[src/rtl/coin_accumulator.sv]
// rtl/coin_accumulator.sv - coin acceptor front end: credit accumulation, offer handshake, refund
//
// Optional build macro: COIN_SYNC_EN (2-flop synchronizers plus edge detection on coin/commit/cancel)
//
// Ports:
//   clock        rising-edge system clock
//   reset        asynchronous active-low reset
//   coin[1:0]    coin code: 00 none, 01 = 5, 10 = 10, 11 = 20
//   commit       customer confirms purchase
//   cancel       customer requests refund
//   vend_ack     downstream FSM consumed the offered money
//   money[4:0]   offered credit, 0 unless money_valid
//   money_valid  credit offered downstream
//   refund[4:0]  refunded amount, 0 unless refund_valid
//   refund_valid one-cycle refund strobe
//   coin_reject  one-cycle pulse: coin returned unaccepted
//   busy         1 in any state other than IDLE
module coin_accumulator #(
    parameter int MAX_CREDIT     = 30,
    parameter int TIMEOUT_CYCLES = 64
) (
    input  logic       clock,
    input  logic       reset,
    input  logic [1:0] coin,
    input  logic       commit,
    input  logic       cancel,
    input  logic       vend_ack,
    output logic [4:0] money,
    output logic       money_valid,
    output logic [4:0] refund,
    output logic       refund_valid,
    output logic       coin_reject,
    output logic       busy
);

    localparam int TW = (TIMEOUT_CYCLES > 2) ? $clog2(TIMEOUT_CYCLES) : 1;
    localparam logic [TW-1:0] TCNT_LAST = TW'(TIMEOUT_CYCLES - 1);
    localparam logic [5:0]    MAX_SUM   = 6'(MAX_CREDIT);

    typedef enum logic [1:0] {
        S_IDLE    = 2'd0,
        S_COLLECT = 2'd1,
        S_OFFER   = 2'd2,
        S_REFUND  = 2'd3
    } state_t;

    state_t        state, next_state;
    logic [4:0]    credit, credit_n;
    logic [TW-1:0] tcnt, tcnt_n;
    logic [4:0]    money_n, refund_n;
    logic          money_valid_n, refund_valid_n, coin_reject_n;

    // Events seen by the FSM, either raw pulses or synchronized edges.
    logic [1:0] coin_ev;
    logic       commit_ev;
    logic       cancel_ev;

`ifdef COIN_SYNC_EN
    logic [1:0] coin_s1, coin_s2, coin_prev;
    logic       commit_s1, commit_s2, commit_prev;
    logic       cancel_s1, cancel_s2, cancel_prev;

    always_ff @(posedge clock or negedge reset) begin
        if (!reset) begin
            coin_s1     <= 2'b00;
            coin_s2     <= 2'b00;
            coin_prev   <= 2'b00;
            commit_s1   <= 1'b0;
            commit_s2   <= 1'b0;
            commit_prev <= 1'b0;
            cancel_s1   <= 1'b0;
            cancel_s2   <= 1'b0;
            cancel_prev <= 1'b0;
        end else begin
            coin_s1     <= coin;
            coin_s2     <= coin_s1;
            coin_prev   <= coin_s2;
            commit_s1   <= commit;
            commit_s2   <= commit_s1;
            commit_prev <= commit_s2;
            cancel_s1   <= cancel;
            cancel_s2   <= cancel_s1;
            cancel_prev <= cancel_s2;
        end
    end

    // A held level yields one event: only the idle-to-active transition counts.
    assign coin_ev   = (coin_prev == 2'b00) ? coin_s2 : 2'b00;
    assign commit_ev = commit_s2 & ~commit_prev;
    assign cancel_ev = cancel_s2 & ~cancel_prev;
`else
    assign coin_ev   = coin;
    assign commit_ev = commit;
    assign cancel_ev = cancel;
`endif

    logic [5:0] coin_value;
    logic [5:0] sum;
    logic       coin_present;
    logic       coin_ok;

    always_comb begin
        coin_value = 6'd0;
        case (coin_ev)
            2'b01:   coin_value = 6'd5;
            2'b10:   coin_value = 6'd10;
            2'b11:   coin_value = 6'd20;
            default: coin_value = 6'd0;
        endcase
    end

    // Six-bit sum so an overflowing coin is detected instead of wrapping.
    assign sum          = {1'b0, credit} + coin_value;
    assign coin_present = (coin_ev != 2'b00);
    assign coin_ok      = coin_present && (sum <= MAX_SUM);

    always_comb begin
        next_state     = state;
        credit_n       = credit;
        tcnt_n         = tcnt;
        money_n        = money;
        money_valid_n  = money_valid;
        refund_n       = 5'd0;
        refund_valid_n = 1'b0;
        coin_reject_n  = 1'b0;

        case (state)
            S_IDLE: begin
                money_n       = 5'd0;
                money_valid_n = 1'b0;
                if (coin_present) begin
                    if (coin_ok) begin
                        credit_n   = sum[4:0];
                        tcnt_n     = '0;
                        next_state = S_COLLECT;
                    end else begin
                        coin_reject_n = 1'b1;
                    end
                end
            end

            S_COLLECT: begin
                // The coin is folded in first so commit/cancel see the new sum.
                if (coin_present) begin
                    if (coin_ok) begin
                        credit_n = sum[4:0];
                        tcnt_n   = '0;
                    end else begin
                        coin_reject_n = 1'b1;
                    end
                end
                if (cancel_ev) begin
                    next_state     = S_REFUND;
                    refund_n       = credit_n;
                    refund_valid_n = 1'b1;
                end else if (commit_ev) begin
                    next_state    = S_OFFER;
                    money_n       = credit_n;
                    money_valid_n = 1'b1;
                end else if (!coin_ok) begin
                    // A rejected coin leaves the idle count running.
                    if (tcnt == TCNT_LAST) begin
                        next_state     = S_REFUND;
                        refund_n       = credit_n;
                        refund_valid_n = 1'b1;
                    end else begin
                        tcnt_n = tcnt + 1'b1;
                    end
                end
            end

            S_OFFER: begin
                coin_reject_n = coin_present;
                if (vend_ack) begin
                    next_state    = S_IDLE;
                    credit_n      = 5'd0;
                    money_n       = 5'd0;
                    money_valid_n = 1'b0;
                end else if (cancel_ev) begin
                    next_state     = S_REFUND;
                    money_n        = 5'd0;
                    money_valid_n  = 1'b0;
                    refund_n       = credit;
                    refund_valid_n = 1'b1;
                end
            end

            S_REFUND: begin
                coin_reject_n = coin_present;
                next_state    = S_IDLE;
                credit_n      = 5'd0;
                tcnt_n        = '0;
                money_n       = 5'd0;
                money_valid_n = 1'b0;
            end

            default: begin
                next_state = S_IDLE;
                credit_n   = 5'd0;
                tcnt_n     = '0;
            end
        endcase
    end

    always_ff @(posedge clock or negedge reset) begin
        if (!reset) begin
            state        <= S_IDLE;
            credit       <= 5'd0;
            tcnt         <= '0;
            money        <= 5'd0;
            money_valid  <= 1'b0;
            refund       <= 5'd0;
            refund_valid <= 1'b0;
            coin_reject  <= 1'b0;
            busy         <= 1'b0;
        end else begin
            state        <= next_state;
            credit       <= credit_n;
            tcnt         <= tcnt_n;
            money        <= money_n;
            money_valid  <= money_valid_n;
            refund       <= refund_n;
            refund_valid <= refund_valid_n;
            coin_reject  <= coin_reject_n;
            busy         <= (next_state != S_IDLE);
        end
    end

endmodule
[config.mk]
export PLATFORM = sky130hd
export DESIGN_NAME = coin_accumulator
export DESIGN_NICKNAME = d
export VERILOG_FILES = /design/src/rtl/coin_accumulator.sv
export SDC_FILE = /design/constraint.sdc
export NUM_CORES = 1
export LEC_CHECK = 0
export BUFFER_PORTS_ARGS = -buffer_cell sky130_fd_sc_hd__buf_2
export CORE_UTILIZATION = 35
export CTS_CLUSTER_SIZE = 14
export DETAILED_ROUTE_END_ITERATION = 6
export GPL_ROUTABILITY_DRIVEN = 0
export HOLD_SLACK_MARGIN = 0.05
export PLACE_DENSITY_LB_ADDON = 0.3
export SYNTH_ARGS = -nofsm -noshare
export SYNTH_HDL_FRONTEND = slang
export SYNTH_SLANG_ARGS = --single-unit
[constraint.sdc]
create_clock -name clock -period 2.9 [get_ports clock]
set_input_delay 0.58 -clock clock [delete_from_list [all_inputs] [get_ports clock]]
set_output_delay 0.58 -clock clock [all_outputs]
set_load 0.02 [all_outputs]
After elaboration in Yosys (flattened, before gate mapping)
Index checks and enable logic that the tools add are counted.
{"block": "totals", "regBits": 27, "in_bits": 7, "output_inout_bits": 14, "wordCells": 80}
{"block": "classes", "n_addsub": 2, "n_lt_le_gt_ge": 1, "n_eq_ne": 11, "n_mux": 48, "reduce_logical": 9}
{"op": "$mux 5", "count": 13}
{"op": "$pmux 5 s3", "count": 3}
{"op": "$mux 6", "count": 6}
{"op": "$pmux 6 s3", "count": 1}
{"op": "$mux 2", "count": 8}
{"op": "$mux 1", "count": 12}
{"op": "$pmux 5 s2", "count": 1}
{"op": "$eq 2x2->1 const B", "count": 4}
{"op": "$pmux 2 s4", "count": 1}
{"op": "$add 5x6->6", "count": 1}
{"op": "$add 6x1->6 const B", "count": 1}
{"op": "$eq 6x6->1 const B", "count": 1}
{"op": "$le 6x5->1 const B", "count": 1}
{"op": "$ne 2x2->1 const B", "count": 3}
{"op": "$reduce_or 2->1", "count": 3}
{"op": "$eq 2x1->1 const B", "count": 2}
{"op": "$pmux 1 s2", "count": 2}
{"op": "$reduce_bool 2->1", "count": 2}
{"op": "$ne 3x3->1 const B", "count": 1}
{"op": "$pmux 1 s3", "count": 1}
{"op": "$reduce_and 3->1", "count": 1}
{"op": "$reduce_bool 3->1", "count": 1}
{"op": "$logic_not 2->1", "count": 1}
{"op": "$logic_and 1x1->1", "count": 1}

Longest topological paths before layout
{"block": "depth", "ltp_word": 12, "ltp_mapped": 12, "mapped_depth_nobuf": 9}

Worst setup path after synthesis
OpenSTA, ideal clock, no wires.
{"block": "synth_timing", "path_type": "input to register", "startpoint": "input coin[0]", "endpoint": "register tcnt[2]", "setup_ps": 120, "t_arrival_ps": 2387, "required_time_ps": 2780, "path_slack_ps": 394, "cell_stages": 10, "n_path_buf": 2, "cell_sequence": "ha_1 > and3_1 > o31ai_2 > nand2_1 > a211o_1 > a21oi_2 > buf_6 > buf_6 > o21ai_1 > a31o_1"}
{"block": "synth_via", "elab_chain_cells": 12, "word_cells_on_any_way": 15, "cone_classes": "add/sub (1); order compare (1); eq/ne (3); mux (8); reduce/logical (2)"}
{"item": "start: declaration", "line_no": "24", "source": "input logic [1:0] coin,"}
{"item": "$eq 2x2->1 / $eq 2x1->1 (equally long branches)", "line_no": "104", "source": "case (coin_ev)"}
{"item": "$pmux 5 s3", "line_no": "104"}
{"item": "$add 5x6->6", "line_no": "113", "source": "assign sum = {1'b0, credit} + coin_value;"}
{"item": "$le 6x5->1", "line_no": "115", "source": "assign coin_ok = coin_present && (sum <= MAX_SUM);"}
{"item": "$logic_and 1x1->1", "line_no": "115"}
{"item": "$mux 6", "line_no": "145", "source": "if (coin_ok) begin"}
{"item": "$mux 6", "line_no": "144", "source": "if (coin_present) begin"}
{"item": "$mux 6", "line_no": "162", "source": "if (tcnt == TCNT_LAST) begin"}
{"item": "$mux 6", "line_no": "160", "source": "end else if (!coin_ok) begin"}
{"item": "$mux 6", "line_no": "156", "source": "end else if (commit_ev) begin"}
{"item": "$mux 6", "line_no": "152", "source": "if (cancel_ev) begin"}
{"item": "$pmux 6 s3 (*)", "line_no": "127", "source": "case (state)"}
{"item": "end signal: assignment", "line_no": "219", "source": "tcnt <= tcnt_n;"}
{"item": "end: declaration", "line_no": "49", "source": "logic [TW-1:0] tcnt, tcnt_n;"}
Mark *: on every way between the ends. The rest lies on a longest branch, timed or not.
A chain may end at the register's enable or synchronous reset.

Final worst setup path
{"block": "layout_timing", "startpoint": "input coin[0]", "endpoint": "register tcnt[5]"}
The elaborated chain is that of the path after synthesis.

==> flow_metrics.py <==
metrics = {
    "outcome": {
        "status": "finished clean",
    },
    "grt": {
        "grt_usage_pct": 15.0,
        "gr-usage-met1_pct": 22.0,
        "grt_pass1_vias": 1288,
        "grt-ovfl-total": 0,
        "met3_usage_pct": 1.38,
        "grt_pass1_wl_um": 6290,
        "grt_max_degree": 28,
        "antenna_found_initial": 0,
        "use_met2_pct": 23.3,
        "grt-busiest-layer": "met2",
    },
    "sta": {
        "setup_viol": 0,
        "rsz0062_at_grt": "false",
        "layout_setup_ws_ns": 0.328,
        "slew_violations": 0,
        "period_needed_ns": 2.57,
        "worst_pin_slew_ns": 0.597,
        "hold_viol_final": 0,
        "maxSlewHeadroom_pct": 59.9,
        "tns_ns": 0,
        "finalClockSkew_ns": 0.00295,
        "hold_ws_ns": 0.297,
        "post-route-period-util_pct": 88.7,
        "max_freq_mhz": 389,
    },
    "route": {
        "vias_per_cell": 5.33,
        "drt_iter0_drc": 87,
        "dr.pass1.iters": 5,
        "wl_um": 3680,
        "vias": 1451,
        "ant_nets": 0,
        "drcViolationCount": 0,
        "avgRoutedWirePerCell_um": 13.5,
    },
    "floorplanning": {
        "core_sq_um": 4820,
        "start_util_pct": 36.9,
        "die_area_sq_um": 5360,
        "fp-row-count": 25,
        "die_h_um": 73.2,
        "die_w_um": 73.2,
        "ios": 21,
    },
    "critical_path": {
        "critPathTopFamily": "compound AO/OA/AOI/OAI gates",
        "cp-end-kind": "register",
        "crit_path_start": "coin[0]",
        "slowest_delay_ns": 0.47,
        "path_class": "primary input to register",
        "crit_fanout": 22,
        "cp-endpoint": "tcnt[5]",
        "rr_startpoint": "credit[2]",
        "crit_buf_inv": 2,
        "r2r_end": "tcnt[5]",
        "cp.arrival_ns": 2.76,
        "critPathSlowestCell": "or4_1",
        "r2r_slack_ns": 0.36,
        "crit_required_ns": 3.09,
        "ff2ff_path_depth": 9,
        "crit_chain": "buf_2 > nor2b_1 > ha_1 > o21a_1 > o21ai_2 > o31a_1 > xor2_1 > a21oi_2 > buf_12 > or4_1 > o211ai_1",
        "cp.depth": 11,
        "start_kind": "primary input",
    },
    "synthesis": {
        "synth_area_per_cell_sq_um": 9.49,
        "ys_types": 52,
        "yosysTopAreaCell": "dfrtp_1",
        "synth_area_sq_um": 1780,
        "synth_top_area_share_pct": 38.1,
        "syn-num-nets": 204,
        "synth_flop_cell": "dfrtp_1",
        "yosysSeqAreaShare_pct": 38.1,
        "ys_ff_latch": 27,
        "syn-instance-count": 187,
        "yosysWarnings": 0,
        "synth_edf_count": 0,
        "netlist_top_cells_area": "dfrtp_1, ha_1, a22o_1",
        "async_flop_share_pct": 100,
    },
    "cells_and_area": {
        "fin_nets": 223,
        "multi_input_area_sq_um": 1000,
        "seq_area_sq_um": 676,
        "fin_cells": 272,
        "fin_area_sq_um": 1980,
        "nFillCells": 518,
        "area_growth_pct": 11.4,
        "final_layout_size_suffix_gt1_share_pct": 18.5,
        "n_antenna_cell": 0,
    },
    "clocking": {
        "post_cts_buffers": 0,
        "cts.sinks": 27,
        "path_clk_slew_ns": 0.09,
        "hold_buffers": 0,
        "cts_tree": "built",
        "insertion_delay_ns": 0.27,
        "htreeDepth": 1,
        "clk_path_buf_depth": 2,
        "cts_root_buffer": "clkbuf_8",
        "numCtsBuffers": 3,
        "cts_resized": 0,
    },
    "place": {
        "placed_cells": 268,
        "io_buffers": 20,
        "post-place-ws_ns": 0.0405,
        "place_area_sq_um": 1930,
        "place_hpwl_um": 2850,
    },
    "power": {
        "irDropWorstVdd_v": 0.000303,
        "p_leak_nw": 0.939,
        "powerDensity_nw_per_um2": 909,
    },
    "hold_path": {
        "hold_class": "primary input to asynchronous set/reset pin",
    },
    "job": {
        "max_cap_violations": 0,
    },
}
==> worst min path at each step <==
stage,start,end,slack (ns),depth (start not counted)
floorplan,reset,busy,0.28,0
global placement,money[4],money[4],0.45,2
detailed placement,money[4],money[4],0.45,2
CTS,reset,tcnt[1],0.33,1
global route,reset,tcnt[3],0.35,1
finish,reset,tcnt[3],0.30,1
==> layout by cell type (no fill, tap or decap), types with 2 or more instances in the layout <==
| master | n |
|---|---|
| a2111oi_0 | 2 |
| a211o_1 | 2 |
| a21o_1 | 2 |
| a21oi_1 | 8 |
| a22o_1 | 9 |
| a31oi_1 | 2 |
| a32o_1 | 2 |
| and3_1 | 5 |
| buf_2 | 20 |
| buf_4 | 3 |
| clkbuf_8 | 3 |
| dfrtp_1 | 27 |
| ha_1 | 10 |
| inv_1 | 7 |
| mux2i_1 | 3 |
| nand2_1 | 20 |
| nand2b_1 | 2 |
| nand3_1 | 7 |
| nor2_1 | 12 |
| nor2b_1 | 2 |
| nor3_1 | 3 |
| nor3_2 | 2 |
| o211ai_1 | 7 |
| o21a_1 | 2 |
| o21ai_0 | 7 |
| o21ai_1 | 2 |
| o31ai_1 | 4 |
| or4_1 | 3 |
| xor2_1 | 3 |
==> power by group <==
part / total, mW / switching [mW] / internal (mW) / leakage (nW)
logic: 0.998 / 0.590 / 0.408 / 0.559
clock network: 0.212 / 0.114 / 0.0983 / 0.0228
registers: 0.588 / 0.103 / 0.485 / 0.358
==> routing by layer <==
layer	part of all wire, %	up-vias	routed length, um
li1	-	728	-
met1	50	693	1840
met2	46	28	1700
met3	3.1	2	115
met4	0.68	0	25
met5	0	-	0
==> worst register-to-register path: cells and delay by family (launching register included) <==
| family | cells | cell delay [ns] |
|---|---|---|
| compound gates | 5 | 0.69 |
| xor+xnor | 1 | 0.31 |
| fa+ha+maj | 1 | 0.36 |
| buf+inv | 1 | 0.17 |
| flops | 1 | 0.45 |
| simple gates | 1 | 0.47 |
==> synth_stat cells (2+ instances only) <==
master	instances
clkbuf_1	4
nand2b_1	2
ha_1	10
a22o_1	9
and3_1	5
xor2_1	3
a31oi_1	2
buf_6	4
a21oi_1	8
nor2b_1	2
nor3_2	2
or4_1	3
a21o_1	2
a32o_1	2
nor2_1	12
mux2i_1	3
inv_1	7
nand3_1	7
o31ai_1	4
nand2_1	20
o21ai_0	7
a2111oi_0	2
a211o_1	2
o21a_1	2
o211ai_1	7
nor3_1	3
dfrtp_1	27
o21ai_1	2
==> registers in the layout, indices dropped and copies added (netlist names) <==
signal,cells
tcnt,6
credit,5
money,5
refund,5
state,2
busy,1
coin_reject,1
money_valid,1
refund_valid,1
==> through the flow <==
step	power (mW)	util, %
6_report	1.80	41.1
5_1_grt	1.95	41.1
4_1_cts	1.80	41.1
3_5_place_dp	1.59	40.1
3_3_place_gp	1.59	40.1
2_1_floorplan	1.35	-
==> area by class of cell <==
class	count	share of cell area (%)
clock buffers	4	2.28
inverters	7	1.33
multi-input cells	143	50.8
flip-flops and latches	27	34.2
well taps	67	4.24
repair buffers	24	7.21
==> logic make-up after synthesis <==
family / count (synthesis) / synth area share (%)
buf+inv: 17 / 5.36
mux: 4 / 2.33
simple gates: 62 / 18.1
compound gates: 62 / 25.9
fa+ha+maj: 11 / 7.82
flops: 27 / 38.1
xor+xnor: 4 / 2.40
No activity file was read; power rests on OpenSTA's default activity.
